$ cat config.mk
export PLATFORM = sky130hd
export DESIGN_NAME = data_mem_io_flat
export DESIGN_NICKNAME = d
export VERILOG_FILES = /design/src/rtl/data_mem_io_if.sv /design/src/rtl/data_mem_io.sv /design/src/flat_wrapper.sv
export SDC_FILE = /design/constraint.sdc
export NUM_CORES = 2
export LEC_CHECK = 0
export ABC_CLOCK_PERIOD_IN_PS = 13920
export BUFFER_PORTS_ARGS = -buffer_cell sky130_fd_sc_hd__buf_2
export CORE_ASPECT_RATIO = 0.75
export CORE_MARGIN = 5
export CORE_UTILIZATION = 50
export CTS_BUF_LIST = sky130_fd_sc_hd__clkbuf_8 sky130_fd_sc_hd__clkbuf_16
export DETAILED_ROUTE_END_ITERATION = 16
export PLACE_DENSITY = 0.71
export SLEW_MARGIN = 25
export SYNTH_ARGS = -nofsm -noshare
export SYNTH_HDL_FRONTEND = slang
export SYNTH_SLANG_ARGS = --single-unit
$ cat constraint.sdc
create_clock -name clk -period 13.92 [get_ports clk]
set_input_delay 2.784 -clock clk [delete_from_list [all_inputs] [get_ports clk]]
set_output_delay 2.784 -clock clk [all_outputs]
set_load 0.005 [all_outputs]
$ cat src/rtl/data_mem_io_if.sv
// Datapath-side load/store bus plus the byte-wide transmit stream of the data memory/IO unit.
interface data_mem_io_if;
   logic        MemWrite;
   logic [31:0] Addr;
   logic [31:0] WriteData;
   logic [31:0] ReadData;
   logic [7:0]  TxData;
   logic        TxValid;
   logic        TxReady;

   modport master (
      output MemWrite, Addr, WriteData, TxReady,
      input  ReadData, TxData, TxValid
   );

   modport slave (
      input  MemWrite, Addr, WriteData, TxReady,
      output ReadData, TxData, TxValid
   );
endinterface

$ cat src/rtl/data_mem_io.sv
// Word-addressed data RAM plus memory-mapped TX FIFO, status register and free-running cycle counter.
// Loads are combinational; every state change happens on the rising edge of clk.
module data_mem_io #(
   parameter int RAM_WORDS  = 64,
   parameter int FIFO_DEPTH = 8
) (
   input  logic         clk,
   input  logic         rst,
   data_mem_io_if.slave bus
);
   localparam int AW = $clog2(RAM_WORDS);
   localparam int PW = $clog2(FIFO_DEPTH);
   localparam int CW = PW + 1;

   localparam logic [31:0] ADDR_TXDATA = 32'h0000_1000;
   localparam logic [31:0] ADDR_STATUS = 32'h0000_1004;
   localparam logic [31:0] ADDR_CYCLES = 32'h0000_1008;

   logic [31:0] word_addr;
   logic        unused_addr_bits;
   logic        sel_ram, sel_tx, sel_status, sel_cycles;
   logic [AW-1:0] ram_idx;

   assign word_addr        = {bus.Addr[31:2], 2'b00};
   assign unused_addr_bits = ^bus.Addr[1:0];
   assign sel_ram          = (word_addr < 32'(4 * RAM_WORDS));
   assign sel_tx           = (word_addr == ADDR_TXDATA);
   assign sel_status       = (word_addr == ADDR_STATUS);
   assign sel_cycles       = (word_addr == ADDR_CYCLES);
   assign ram_idx          = bus.Addr[AW+1:2];

   logic [31:0] ram_q [RAM_WORDS];

   // RAM survives reset, but a store issued during a reset cycle is still discarded.
   always_ff @(posedge clk) begin
      if (!rst && bus.MemWrite && sel_ram) begin
         ram_q[ram_idx] <= bus.WriteData;
      end
   end

   logic [7:0]    buf_q [FIFO_DEPTH];
   logic [PW-1:0] rd_ptr_q, rd_ptr_d;
   logic [PW-1:0] wr_ptr_q, wr_ptr_d;
   logic [CW-1:0] count_q, count_d;
   logic          overflow_q, overflow_d;
   logic [7:0]    last_q, last_d;
   logic [31:0]   cycles_q, cycles_d;

   logic push, pop, push_ok, fifo_full, fifo_empty;

   assign fifo_empty = (count_q == '0);
   assign fifo_full  = (count_q == CW'(FIFO_DEPTH));
   assign push       = bus.MemWrite && sel_tx;
   assign pop        = !fifo_empty && bus.TxReady;
   assign push_ok    = push && (!fifo_full || pop);

   always_comb begin
      rd_ptr_d   = rd_ptr_q;
      wr_ptr_d   = wr_ptr_q;
      count_d    = count_q;
      overflow_d = overflow_q;
      last_d     = last_q;
      cycles_d   = cycles_q + 32'd1;

      if (pop) begin
         rd_ptr_d = rd_ptr_q + PW'(1);
         last_d   = buf_q[rd_ptr_q];
      end
      if (push_ok) begin
         wr_ptr_d = wr_ptr_q + PW'(1);
      end
      case ({push_ok, pop})
         2'b10:   count_d = count_q + CW'(1);
         2'b01:   count_d = count_q - CW'(1);
         default: count_d = count_q;
      endcase

      if (push && !push_ok) begin
         overflow_d = 1'b1;
      end else if (bus.MemWrite && sel_status && bus.WriteData[2]) begin
         overflow_d = 1'b0;
      end

      if (bus.MemWrite && sel_cycles) begin
         cycles_d = bus.WriteData;
      end
   end

   always_ff @(posedge clk) begin
      if (rst) begin
         rd_ptr_q   <= '0;
         wr_ptr_q   <= '0;
         count_q    <= '0;
         overflow_q <= 1'b0;
         last_q     <= '0;
         cycles_q   <= '0;
      end else begin
         rd_ptr_q   <= rd_ptr_d;
         wr_ptr_q   <= wr_ptr_d;
         count_q    <= count_d;
         overflow_q <= overflow_d;
         last_q     <= last_d;
         cycles_q   <= cycles_d;
      end
   end

   always_ff @(posedge clk) begin
      if (!rst && push_ok) begin
         buf_q[wr_ptr_q] <= bus.WriteData[7:0];
      end
   end

   // While empty, the head slot may hold stale bytes, so the last popped (or reset) byte is shown instead.
   assign bus.TxValid = !fifo_empty;
   assign bus.TxData  = fifo_empty ? last_q : buf_q[rd_ptr_q];

   logic [31:0] status;
   assign status = {24'b0, 4'(count_q), 1'b0, overflow_q, fifo_empty, fifo_full};

   always_comb begin
      bus.ReadData = '0;
      if (sel_ram) begin
         bus.ReadData = ram_q[ram_idx];
      end else if (sel_status) begin
         bus.ReadData = status;
      end else if (sel_cycles) begin
         bus.ReadData = cycles_q;
      end
   end
endmodule

$ cat src/flat_wrapper.sv
// flat-port wrapper written by rule: the top's interface ports become plain ports
module data_mem_io_flat 
#(
   parameter int RAM_WORDS  = 64,
   parameter int FIFO_DEPTH = 8
)
  (clk, rst, bus_MemWrite, bus_Addr, bus_WriteData, bus_TxReady, bus_ReadData, bus_TxData, bus_TxValid);
  data_mem_io_if bus_i ();
  input  logic clk;
  input  logic rst;
  input wire logic [$bits(bus_i.MemWrite)-1:0] bus_MemWrite;
  input wire logic [$bits(bus_i.Addr)-1:0] bus_Addr;
  input wire logic [$bits(bus_i.WriteData)-1:0] bus_WriteData;
  input wire logic [$bits(bus_i.TxReady)-1:0] bus_TxReady;
  output wire logic [$bits(bus_i.ReadData)-1:0] bus_ReadData;
  output wire logic [$bits(bus_i.TxData)-1:0] bus_TxData;
  output wire logic [$bits(bus_i.TxValid)-1:0] bus_TxValid;
  assign bus_i.MemWrite = bus_MemWrite;
  assign bus_i.Addr = bus_Addr;
  assign bus_i.WriteData = bus_WriteData;
  assign bus_i.TxReady = bus_TxReady;
  assign bus_ReadData = bus_i.ReadData;
  assign bus_TxData = bus_i.TxData;
  assign bus_TxValid = bus_i.TxValid;
  data_mem_io #(.RAM_WORDS(RAM_WORDS), .FIFO_DEPTH(FIFO_DEPTH)) u_core (.clk(clk), .rst(rst), .bus(bus_i));
endmodule
# Word level (Yosys, flattened, before mapping)

Memory sizes are Yosys's and may differ from the RTL's. A register that Yosys moved wholly into a read port is not among the register bits.
Index checks and enable logic that the tools add are counted.

Bits in writable memories: 2,112
Register bits: 51
Output and inout port bits: 41
Input port bits: 68
Memories: 2
Logic and storage cells: 52

Memories:

| name         | words | width | rd ports | clocked after memory_dff | write ports | line              | source |
|---|---|---|---|---|---|---|---|
| u_core.ram_q | 64    | 32    | 1        | 0                        | 1           | data_mem_io.sv:32 | `logic [31:0] ram_q [RAM_WORDS];` |
| u_core.buf_q | 8     | 8     | 1        | 1                        | 1           | data_mem_io.sv:41 | `logic [7:0] buf_q [FIFO_DEPTH];` |

Reductions and logical operators: 18
Muxes and demuxes: 14
Add/subtract/negate cells: 5
Magnitude comparators: 1
Eq/ne operators: 6

Operators with widths:

| operator              | count |
|---|---|
| $mux 32               | 4 |
| $eq 30x11->1 const B  | 3 |
| $add 32x1->32 const B | 1 |
| $lt 32x9->1 const B   | 1 |
| $logic_and 1x1->1     | 10 |
| $mux 8                | 1 |
| $pmux 4 s2            | 1 |
| $add 3x1->3 const B   | 2 |
| $mux 1                | 6 |
| $mux 3                | 2 |
| $add 4x1->4 const B   | 1 |
| $eq 4x4->1 const B    | 1 |
| $logic_not 1->1       | 4 |
| $logic_not 4->1       | 1 |
| $reduce_bool 2->1     | 2 |
| $sub 4x1->4 const B   | 1 |
| $eq 2x1->1 const B    | 1 |
| $eq 2x2->1 const B    | 1 |
| $logic_or 1x1->1      | 1 |

# Longest topological paths before layout

Depth after elaboration: 8
Gate-level depth with buffers: 12
Mapped depth without buffers: 11

# Worst setup path after synthesis

OpenSTA, ideal clock, no wires.

Kind: input port to output port
From: in bus_Addr[2]
To: out bus_ReadData[21]
Path slack: 6,546 ps
Cell stages on the path: 8
Arrival: 4,590 ps
Required time: 11,136 ps
Buffers on the path: 4
Cell sequence: buf_6 buf_6 buf_6 buf_2 mux4_2 a221oi_1 nand3_1 a22o_1

Longest elaborated chain between the ends: 4
Elaborated cells between the ends (all ways): 7
Those cells by class: order compare (1); eq/ne (2); mux (3); memory (1)

Ends and longest elaborated chain:

| element                                                             | line               | source |
|---|---|---|
| from (decl)                                                         | flat_wrapper.sv:12 | `input wire logic [$bits(bus_i.Addr)-1:0] bus_Addr;` |
| parallel branches: the longest is 3 deep, another holds $lt 32x9->1 | -                  |  |
| $mux 32 (*)                                                         | data_mem_io.sv:122 | `if (sel_ram) begin` |
| to (decl)                                                           | flat_wrapper.sv:15 | `output wire logic [$bits(bus_i.ReadData)-1:0] bus_ReadData;` |

Every way passes the cells marked *.

# Worst setup path in the final report

From: in bus_Addr[3]
To: out bus_ReadData[30]

Same word-level chain as after synthesis.

==> summary.md <==
Data on the critical path is required at its endpoint by 11140 ps. Of the available clock period, the critical path in the final layout requires 74.1%. The routed design could run at a clock period as short as 10310 ps. After synthesis, the netlist uses 72 different library cells. The count of buffers added on input and output ports is 106. For the number of clock sinks, the log shows 2166.

TritonCTS created 186 clock buffers. Among all flip-flop cells after synthesis, the most frequent one is sky130_fd_sc_hd__edfxtp_1. After clock tree synthesis, the clock-pin slew on the worst setup and hold paths is 70 ps. The post-CTS repair timing setup buffer count came out at 0.

Entering global routing, the biggest net connects 104 pins. The area growth from synthesis to layout is 11.9%. The leakage power of the design came out at 30.2 nW.

After synthesis, the largest area contributor takes up 75.3% of total cell area. Headroom to the max-slew limit came out at 16.3%. The die covers 177000 um^2.

For this design, the slowest cell found on the critical path is sky130_fd_sc_hd__o21ai_0. The area of the mapped netlist came out at 84200 um^2. The ratio of routed vias to standard cells was 6.85. During I/O placement, the number of pins put on the boundary was 109. The total of fill cells in the finished design was 12500; the maximum fanout count along the critical path was 35. The critical path goes through buf_8 > buf_4 > buf_4 > nor2_4 > buf_12 > a221oi_1 > a21oi_1 > o21ai_0 > o221ai_1 > o31a_1 > buf_2. The flow ran to the end, and the final reports show no timing, DRC or antenna violations.

The synthesized design contains 2166 register bits. Final weighted congestion of routability-driven global placement: 0.951. For this configuration, the core starts out at a cell density of 50.3%. Setup repair after global routing left no endpoint under its margin.

The Yosys step of the flow raised 0 warnings. In this run the remaining antenna-violating nets after routing total 0. After the last flow step, the layout net total stands at 4926. The register area came out at 64500 um^2.

The peak supply drop is 0.000139 V, and the number of violations of the max-capacitance limit is 0. Gates resized during post-CTS repair numbered 0. The tools report the wire length of the first global-routing pass as 366000 um. The class of the most critical setup path was primary input to output pin. The run gives 0 as the number of hold buffers added after cts. For the buffer levels on the longest clock path, the log shows 3. The tools report the endpoint class of the critical path as an output pin. The tools report the final hold violation count as 0. The post-synthesis async set-or-reset flop share came out at 0%. The worst setup path is launched from a primary input. The cell sitting at the root of the clock tree is a sky130_fd_sc_hd__clkbuf_16. The first detailed-routing pass took 6 iterations.

A synthesized cell averages 18.1 um^2. For the worst-skew pair later-pin latency, the log shows 810 ps. The largest single stage delay on the critical path is 740 ps. Setup violations remaining at the end of the flow were counted as 0. Detailed placement finished with a half-perimeter wire length of 152000 um. The total power was 0.0130 W; the total area of multi-input combinational cells was 18800 um^2. The total wire length was 268000 um; the average wire per cell in the routed design was 36.9 um.

When the netlist entered floorplanning its net count stood at 4741. For the number of global-route vias before repair, the log shows 45900. By area the synthesized netlist is led by sky130_fd_sc_hd__edfxtp_1 75%, sky130_fd_sc_hd__mux4_2 4.9%, sky130_fd_sc_hd__mux2i_1 4.0%, sky130_fd_sc_hd__a221oi_1 1.4%, sky130_fd_sc_hd__a22oi_1 1.4%.

The first routing iteration left 9469 violations. The residual DRC count was 0; the power density normalized to cell area was 138 nW/um^2. The slew at the pin with the worst max-slew slack works out to 1250 ps. The type of the tightest min-delay check was flop to flop. Based on the critical path, the design can be clocked at up to 0.0970 GHz.

The post-synthesis cell count is 4667, and the total routing resource utilization after global routing is 29.6%. The die width works out to 484 um. The number of antenna violations at the first check in global routing was 21; the leftover overflow at the end of global routing was 0. Between clock sinks in the finished design, the worst skew comes to 15.3 ps. For the max-slew violation count, the log shows 0. Yosys mapped a number of flops with a built-in enable equal to 2112. The logs give 7530 ps for the arrival time of data at the critical path endpoint and 0 ps for the final total negative setup slack. TritonCTS built the clock tree. From bottom edge to top edge, the die measures 365 um. Across all layers, the routed design uses 49700 vias.

The total area inside the core boundary comes to 168000 um^2. The initialized floorplan defines 130 standard-cell rows. Number of H-tree levels: 4.

The largest total area in the synthesized netlist belongs to sky130_fd_sc_hd__edfxtp_1. The share of post-route cells with drive strength above 1 is 19.0%, and the register area share after synthesis is 76.6%. The cell that appears most often on the critical path is sky130_fd_sc_hd__buf_4.
==> state kept, by name, indices dropped and copies added, names as in the netlist, named ones only <==
| name | flops |
|---|---|
| u_core.rd_ptr_q | 3 |
| u_core.wr_ptr_q | 3 |
| u_core.overflow_q | 1 |
| u_core.cycles_q | 32 |
| u_core.buf_q | 64 |
| u_core.last_q | 8 |
| u_core.count_q | 4 |
| u_core.ram_q | 2048 |
==> placed cells by master (no fill, tap or decap), types with 9 or more instances in the layout <==
cell type | netlist | routed
sky130_fd_sc_hd__dfxtp_1 | 54 | 53
sky130_fd_sc_hd__xor2_1 | 24 | 24
sky130_fd_sc_hd__buf_12 | 0 | 11
sky130_fd_sc_hd__clkinv_1 | 2 | 46
sky130_fd_sc_hd__mux2i_1 | 336 | 336
sky130_fd_sc_hd__inv_1 | 5 | 42
sky130_fd_sc_hd__a211oi_1 | 55 | 55
sky130_fd_sc_hd__a21oi_1 | 181 | 181
sky130_fd_sc_hd__edfxtp_1 | 2112 | 2112
sky130_fd_sc_hd__xnor2_1 | 11 | 11
sky130_fd_sc_hd__bufinv_16 | 0 | 14
sky130_fd_sc_hd__a221oi_1 | 135 | 135
sky130_fd_sc_hd__o31a_1 | 9 | 9
sky130_fd_sc_hd__mux4_2 | 182 | 182
sky130_fd_sc_hd__a22o_1 | 42 | 42
sky130_fd_sc_hd__a221o_1 | 33 | 33
sky130_fd_sc_hd__buf_4 | 44 | 179
sky130_fd_sc_hd__a222oi_1 | 12 | 12
sky130_fd_sc_hd__nand4_1 | 20 | 20
sky130_fd_sc_hd__o21ai_0 | 148 | 140
sky130_fd_sc_hd__o22a_1 | 10 | 10
sky130_fd_sc_hd__nand2_1 | 145 | 144
sky130_fd_sc_hd__nor2_4 | 0 | 60
sky130_fd_sc_hd__o211ai_1 | 12 | 12
sky130_fd_sc_hd__a22oi_1 | 155 | 155
sky130_fd_sc_hd__nor2_1 | 260 | 195
sky130_fd_sc_hd__o22ai_1 | 90 | 90
sky130_fd_sc_hd__nor3_1 | 17 | 10
sky130_fd_sc_hd__clkinv_2 | 0 | 38
sky130_fd_sc_hd__and3_1 | 12 | 11
sky130_fd_sc_hd__clkbuf_16 | 0 | 194
sky130_fd_sc_hd__o221ai_1 | 10 | 10
sky130_fd_sc_hd__a31oi_1 | 20 | 20
sky130_fd_sc_hd__buf_2 | 113 | 104
sky130_fd_sc_hd__o21ai_1 | 3 | 11
sky130_fd_sc_hd__nor4_1 | 18 | 16
sky130_fd_sc_hd__nand3_1 | 55 | 54
sky130_fd_sc_hd__mux2_2 | 98 | 98
==> Yosys cell counts (11+ instances only) <==
cell type	count
sky130_fd_sc_hd__dfxtp_1	54
sky130_fd_sc_hd__o211ai_1	12
sky130_fd_sc_hd__edfxtp_1	2112
sky130_fd_sc_hd__a22o_1	42
sky130_fd_sc_hd__a221oi_1	135
sky130_fd_sc_hd__buf_1	31
sky130_fd_sc_hd__nand4_1	20
sky130_fd_sc_hd__a222oi_1	12
sky130_fd_sc_hd__o22ai_1	90
sky130_fd_sc_hd__and3_1	12
sky130_fd_sc_hd__nor3_1	17
sky130_fd_sc_hd__a221o_1	33
sky130_fd_sc_hd__buf_2	113
sky130_fd_sc_hd__xor2_1	24
sky130_fd_sc_hd__o21ai_0	148
sky130_fd_sc_hd__a211oi_1	55
sky130_fd_sc_hd__mux2_2	98
sky130_fd_sc_hd__a31oi_1	20
sky130_fd_sc_hd__mux4_2	182
sky130_fd_sc_hd__buf_4	44
sky130_fd_sc_hd__a21oi_1	181
sky130_fd_sc_hd__mux2i_1	336
sky130_fd_sc_hd__nand2_1	145
sky130_fd_sc_hd__nand3_1	55
sky130_fd_sc_hd__nor4_1	18
sky130_fd_sc_hd__nor2_1	260
sky130_fd_sc_hd__a22oi_1	155
sky130_fd_sc_hd__xnor2_1	11
sky130_fd_sc_hd__clkbuf_1	100
sky130_fd_sc_hd__buf_6	13
==> report_power, final <==
part / switching (W) / internal (W)
registers: 0.00000120 / 0.00715
clock network: 0.00236 / 0.00279
logic: 0.000539 / 0.000187
total: 0.00290 / 0.0101
==> worst max-delay path, delay by kind of cell <==
family | cells | cell delay [ps]
AO/OA/AOI/OAI | 5 | 2500
buffers and inverters | 5 | 1830
AND/OR/NAND/NOR | 1 | 300
==> per-stage QoR <==
step                      instance area (um^2)  utilization [%]  std cells  worst slack (ps)  hold WS [ps]
after global routing                     94200             56.2       7255              3720           523
after floorplan                          84200                -       4667              6550           466
after CTS                                94200             56.2       7252              3920           504
after detailed placement                 88200             52.7       6905              3930           495
after global placement                   88200             52.6       6904              3960           487
final                                    94200             56.3       7261              3610           502
==> cells by family after synthesis <==
group           Yosys count  synth area share [%]
flops                  2166                  76.6
mux                     618                  10.2
buf+inv                 308                  1.85
compound gates          952                  7.84
xor+xnor                 35                 0.364
simple gates            582                  3.09
fa+ha+maj                 6                0.0980
==> layer usage <==
| layer | GRT usage (%) | share of wire, % |
|---|---|---|
| met1 | 41.2 | 36 |
| met3 | 12.9 | 18 |
| met5 | 0 | 0.024 |
| met4 | 11.9 | 4.6 |
| met2 | 41.0 | 42 |
==> path summary, 6_finish.rpt <==
kind	startpoint	end	slack (ps)	cells past startpoint
hold reg to reg	u_core.last_q[2]	u_core.last_q[2]	500	2
setup / recovery	bus_Addr[3]	bus_ReadData[30]	3610	11
setup reg to reg	u_core.count_q[0]	u_core.count_q[3]	10440	11
hold / removal	u_core.last_q[2]	u_core.last_q[2]	500	2
==> area by class of cell <==
cell class	instances	share of cell area (%)
flip-flops and latches	2166	68.4
multi-input cells	2193	19.9
clock buffers	196	5.18
well taps	2244	2.98
repair buffers	298	2.27
clock inverters	151	1.14
inverters	7	0.0358
diodes	6	0.0159
No activity file was read; power rests on OpenSTA's default activity.
